<file path="src/rtl/piton_core_rst_irq_ctrl.sv">
`default_nettype none
// ----------------------------------------------------------------------------
// piton_core_rst_irq_ctrl : CVA6 tile core-reset release and irq synchroniser
// Revision: 1.0
// ----------------------------------------------------------------------------
module piton_core_rst_irq_ctrl #(
  parameter int NrIrq         = 2,
  parameter int SyncStages    = 2,
  parameter int WakeCycles    = 32768,
  parameter bit WakeOnInt     = 1'b0,
  parameter int SoftRstCycles = 16
) (
  input  logic             clk_i,
  input  logic             reset_l,
  input  logic             wake_val_i,
  input  logic             soft_rst_req_i,
  input  logic [NrIrq-1:0] irq_i,
  input  logic             ipi_i,
  input  logic             time_irq_i,
  input  logic             debug_req_i,
  output logic             core_rst_no,
  output logic [NrIrq-1:0] irq_o,
  output logic             ipi_o,
  output logic             time_irq_o,
  output logic             debug_req_o,
  output logic [1:0]       state_o
);

  localparam int MaxCycles = (WakeCycles > SoftRstCycles) ? WakeCycles : SoftRstCycles;
  localparam int CntW      = $clog2(MaxCycles + 1);
  localparam int IrqW      = NrIrq + 3;
  localparam logic [CntW-1:0] WakeLast = CntW'(WakeCycles - 1);
  localparam logic [CntW-1:0] SoftLast = CntW'(SoftRstCycles - 1);

  typedef enum logic [1:0] {
    INIT = 2'd0,
    WAKE = 2'd1,
    RUN  = 2'd2,
    SOFT = 2'd3
  } state_t;

  state_t                          state, state_nxt;
  logic [CntW-1:0]                 cnt, cnt_nxt;
  logic                            wake_seen, wake_seen_nxt;
  logic [SyncStages-1:0]           rst_sync;
  logic [SyncStages-1:0][IrqW-1:0] irq_sync;
  logic [IrqW-1:0]                 irq_gated;

  always_ff @(posedge clk_i or negedge reset_l) begin
    if (!reset_l) begin
      state     <= INIT;
      cnt       <= '0;
      wake_seen <= 1'b0;
    end else begin
      state     <= state_nxt;
      cnt       <= cnt_nxt;
      wake_seen <= wake_seen_nxt;
    end
  end

  always_comb begin
    state_nxt     = state;
    cnt_nxt       = cnt;
    wake_seen_nxt = wake_seen;
    unique case (state)
      INIT: begin
        wake_seen_nxt = wake_seen | wake_val_i;
        if (cnt == WakeLast) begin
          cnt_nxt = '0;
          if (WakeOnInt && !wake_seen && !wake_val_i) state_nxt = WAKE;
          else                                        state_nxt = RUN;
        end else begin
          cnt_nxt = cnt + 1'b1;
        end
      end
      WAKE: begin
        wake_seen_nxt = wake_seen | wake_val_i;
        if (wake_val_i) state_nxt = RUN;
      end
      RUN: begin
        if (soft_rst_req_i) begin
          state_nxt = SOFT;
          cnt_nxt   = '0;
        end
      end
      SOFT: begin
        // A repeated request restarts the count, stretching the warm reset.
        if (soft_rst_req_i) begin
          cnt_nxt = '0;
        end else if (cnt == SoftLast) begin
          state_nxt = RUN;
          cnt_nxt   = '0;
        end else begin
          cnt_nxt = cnt + 1'b1;
        end
      end
      default: state_nxt = INIT;
    endcase
    if (state_nxt == RUN && state != RUN) wake_seen_nxt = 1'b0;
  end

  always_ff @(posedge clk_i or negedge reset_l) begin
    if (!reset_l) begin
      rst_sync <= '0;
      irq_sync <= '0;
    end else begin
      rst_sync <= {rst_sync[SyncStages-2:0], state == RUN};
      irq_sync <= {irq_sync[SyncStages-2:0], {irq_i, ipi_i, time_irq_i, debug_req_i}};
    end
  end

  // Interrupts are masked whenever the core is held in reset.
  assign core_rst_no = rst_sync[SyncStages-1];
  assign irq_gated   = irq_sync[SyncStages-1] & {IrqW{core_rst_no}};
  assign {irq_o, ipi_o, time_irq_o, debug_req_o} = irq_gated;
  assign state_o     = state;

endmodule
`default_nettype wire

</file>
<file path="config.mk">
export PLATFORM = sky130hd
export DESIGN_NAME = piton_core_rst_irq_ctrl
export DESIGN_NICKNAME = d
export VERILOG_FILES = /design/src/rtl/piton_core_rst_irq_ctrl.sv
export SDC_FILE = /design/constraint.sdc
export NUM_CORES = 1
export LEC_CHECK = 0
export BUFFER_PORTS_ARGS = -buffer_cell sky130_fd_sc_hd__buf_2
export CORE_MARGIN = 5
export CORE_UTILIZATION = 45
export CTS_CLUSTER_DIAMETER = 80
export DETAILED_ROUTE_END_ITERATION = 12
export PLACE_DENSITY_LB_ADDON = 0.05
export SETUP_SLACK_MARGIN = 0.5
export SLEW_MARGIN = 20
export SYNTH_ARGS = -nofsm -noshare
export SYNTH_HDL_FRONTEND = slang
export SYNTH_SLANG_ARGS = --single-unit
</file>
<file path="constraint.sdc">
create_clock -name clk_i -period 2.3 [get_ports clk_i]
set_input_delay 0.345 -clock clk_i [delete_from_list [all_inputs] [get_ports clk_i]]
set_output_delay 0.345 -clock clk_i [all_outputs]
set_load 0.02 [all_outputs]
</file>
==> metrics.txt <==
synthesized area 1526 µm²; layout cells sized above 1 0.3632; Syn-to-layout area delta 26.72%; Seq/Total Area, Yosys 0.4918; Clock Power Share 0.318; MaxCap Viol Count 0; syn avg cell area 9.848 µm²; Layout Skew 17.80 ps; diode count 0; clock buffer count from CTS 5; H-tree levels 2; Post-synth EDFFs 0; Post-Route WL 3873 µm; P_leak 0.8727 nW; post-synthesis net count 165; final period utilization 0.8979; Post-route DRC 0; actual slew at the worst max-slew pin 653.1 ps; top-level port count 17; RSZ-0062 raised after global routing yes; Final Hold Fails 0; vias in the first global route 1,317; WP data arrival 2300 ps; Die W 68.24 µm; grt ovf 0; peak ir drop on the vdd network 0.3830 mV; grt peak-use layer met2; Max Freq 0.4842 GHz; GPL Wtd Cong 0.8747; Yosys top cell area share 0.4918; drt wl/cell 16.41 µm; Final Core Density 0.5843; Gate power share 0.074; worst relative slew slack 0.5646; initial antenna violation count 0; ys async rst share 1.000; reg2reg start cnt[5]; Via density 5.843; Worst Path Max Fanout 5; Final Non-Filler Cells 236; power per cell area 467.0 nW/µm²; die footprint 4657 µm²; worst-case clock buffer depth 2; # setup viols final 0; Routed Antenna Nets 0; all-layer global routing usage 0.1900; drt pass-1 iters 4; die height 68.24 µm; initial core utilization 0.4611; status completed; FP Rows 21; count of buffers inserted at the top-level ports 16; Psw 0.2226 mW; Worst Setup Path Type reg2reg; min-delay worst type in2async; largest net degree at the start of global routing 31; Setup TNS 0 ps; Clock Latency Late Sink 340 ps; clk sinks 30; NumNets Final 200; Final WS setup 234.9 ps; crit path launch type register; post-DP HPWL 2534 µm; Worst setup EP type register; Post-CTS Hold Buffers 0; Seq pwr share 0.608; Placed Cells 217; Hold WS 24.02 ps; DR iter-0 viols 74; Critical Path RT 2530 ps; met3 usage 0.07225; root buf cell clkbuf_4; first-pass GRT wire length 6320 µm; largest area contributor in the netlist dfrtp_1; Pint 0.6806 mW; post-layout min period 2065 ps; Pins Over Slew Limit 0; switching fraction of total power 0.2465; pre-CTS WS 203.5 ps; unique cell type count in the Yosys netlist 45; CORE AREA 3311 µm²; TritonCTS clock tree yes; YS warnings 0; R2R Path End cnt[0]; met1 Use GR 0.2391; Post-synth top flop dfrtp_1; Reg clk slew, reported paths 100 ps; Post-Synthesis Cells 155; GR Util met2 0.2768; Yosys reg bits 30; Worst R2R Setup Slack 230 ps; via count 1,379; most area-consuming cells after synthesis dfrtp_1 49%, o21ai_0 5.2%, nand3_1 3.0%, o22ai_1 2.9%, and2_1 2.5%; reg2reg path depth 5
==> what timing repair did <==
action                     4_1_cts  5_1_grt
setup buffers                    6        6
pin swaps                        7        9
cloned                           0        0
setup endpoints to repair       17       17
resized for setup               18       13
==> synth_stat cells (2+ instances only) <==
library cell	count
nand3_1	9
o21ai_0	16
and3_1	3
clkbuf_1	3
nor4_1	3
a21oi_1	5
dfrtp_1	30
buf_4	2
a22o_2	2
or3_1	3
inv_1	5
nand4_1	4
nand2b_1	3
o22ai_1	7
nor2_1	10
o211ai_1	2
nor3_1	4
a21o_1	3
nand2_1	7
or4_4	2
o31ai_1	3
and2_1	6
==> routing by layer <==
layer	up-vias	share of wire
met4	0	0.023
li1	658	-
met3	8	0.072
met5	-	0
met2	51	0.47
met1	662	0.43
==> worst max-delay path: stages (launching register included) <==
cell	delay [ps]
dfrtp_2	430
or4_4	530
nor4_4	380
nor2_4	100
or2_4	260
mux2_2	260
==> metrics by stage <==
step	power, mW	instance area, µm²
2_1_floorplan	0.5805	1526
3_3_place_gp	0.6054	1675
3_5_place_dp	0.6067	1675
4_1_cts	0.9098	1846
5_1_grt	0.9531	1934
6_report	0.9033	1934
==> cell type report <==
| class | count | area [µm²] |
|---|---|---|
| Tap cell | 46 | 57.56 |
| Fill cell | 292 | 1376 |
| Inverter | 5 | 18.77 |
| Clock inverter | 2 | 10.01 |
| Multi-Input combinational cell | 115 | 848.3 |
| Sequential cell | 30 | 754.5 |
| Clock buffer | 5 | 37.54 |
| Timing Repair Buffer | 33 | 207.7 |
==> cell families (layout without fill, tap and decap cells) <==
| group | after synthesis | in the layout | synth area share |
|---|---|---|---|
| flops | 30 | 30 | 0.4918 |
| xor+xnor | 1 | 1 | 0.005739 |
| compound gates | 45 | 45 | 0.1861 |
| mux | 1 | 1 | 0.007377 |
| fa+ha+maj | 1 | 1 | 0.008195 |
| buf+inv | 10 | 45 | 0.02951 |
| simple gates | 67 | 67 | 0.2713 |
==> state kept, by name (all words and copies together), names as in the netlist <==
signal and flops:
cnt 16, irq_sync 10, rst_sync 2, state_o 2
==> power by group through the flow <==
stage          Clock [mW]  Combinational, mW  Sequential [mW]
2_1_floorplan           0             0.0244            0.556
4_1_cts             0.303             0.0593            0.548
6_report            0.288             0.0669            0.549
3_3_place_gp            0             0.0472            0.558
3_5_place_dp            0             0.0483            0.558
5_1_grt             0.328             0.0748            0.550
==> cell usage in the layout, fill, tap and decap left out, types with 2 or more instances in the layout <==
cell type,count
dfrtp_1,27
buf_4,17
buf_2,16
o21ai_1,9
nor2_1,9
nand3_1,8
nand2_1,7
o21ai_0,7
and2_1,6
o22ai_1,6
inv_1,5
clkbuf_4,5
nand4_1,4
a21oi_1,4
nand2b_1,3
nor4_1,3
nor3_4,3
a21o_1,3
o31ai_1,3
dfrtp_2,3
and3_4,2
or4_4,2
nor2_4,2
or3_1,2
o211ai_1,2
nor3_1,2
a22o_2,2
clkinv_2,2
==> how the worst max path moves through the flow <==
stage / start / to / slack, ps / depth (start not counted)
2_1_floorplan: cnt[6] / cnt[0] / 320 / 5
3_3_place_gp: cnt[6] / cnt[0] / 240 / 5
3_5_place_dp: cnt[6] / cnt[15] / 200 / 5
4_1_cts: cnt[5] / cnt[8] / 250 / 5
5_1_grt: cnt[11] / cnt[0] / 180 / 5
6_report: cnt[5] / cnt[0] / 230 / 5
Power figures use the tool's default switching activity.
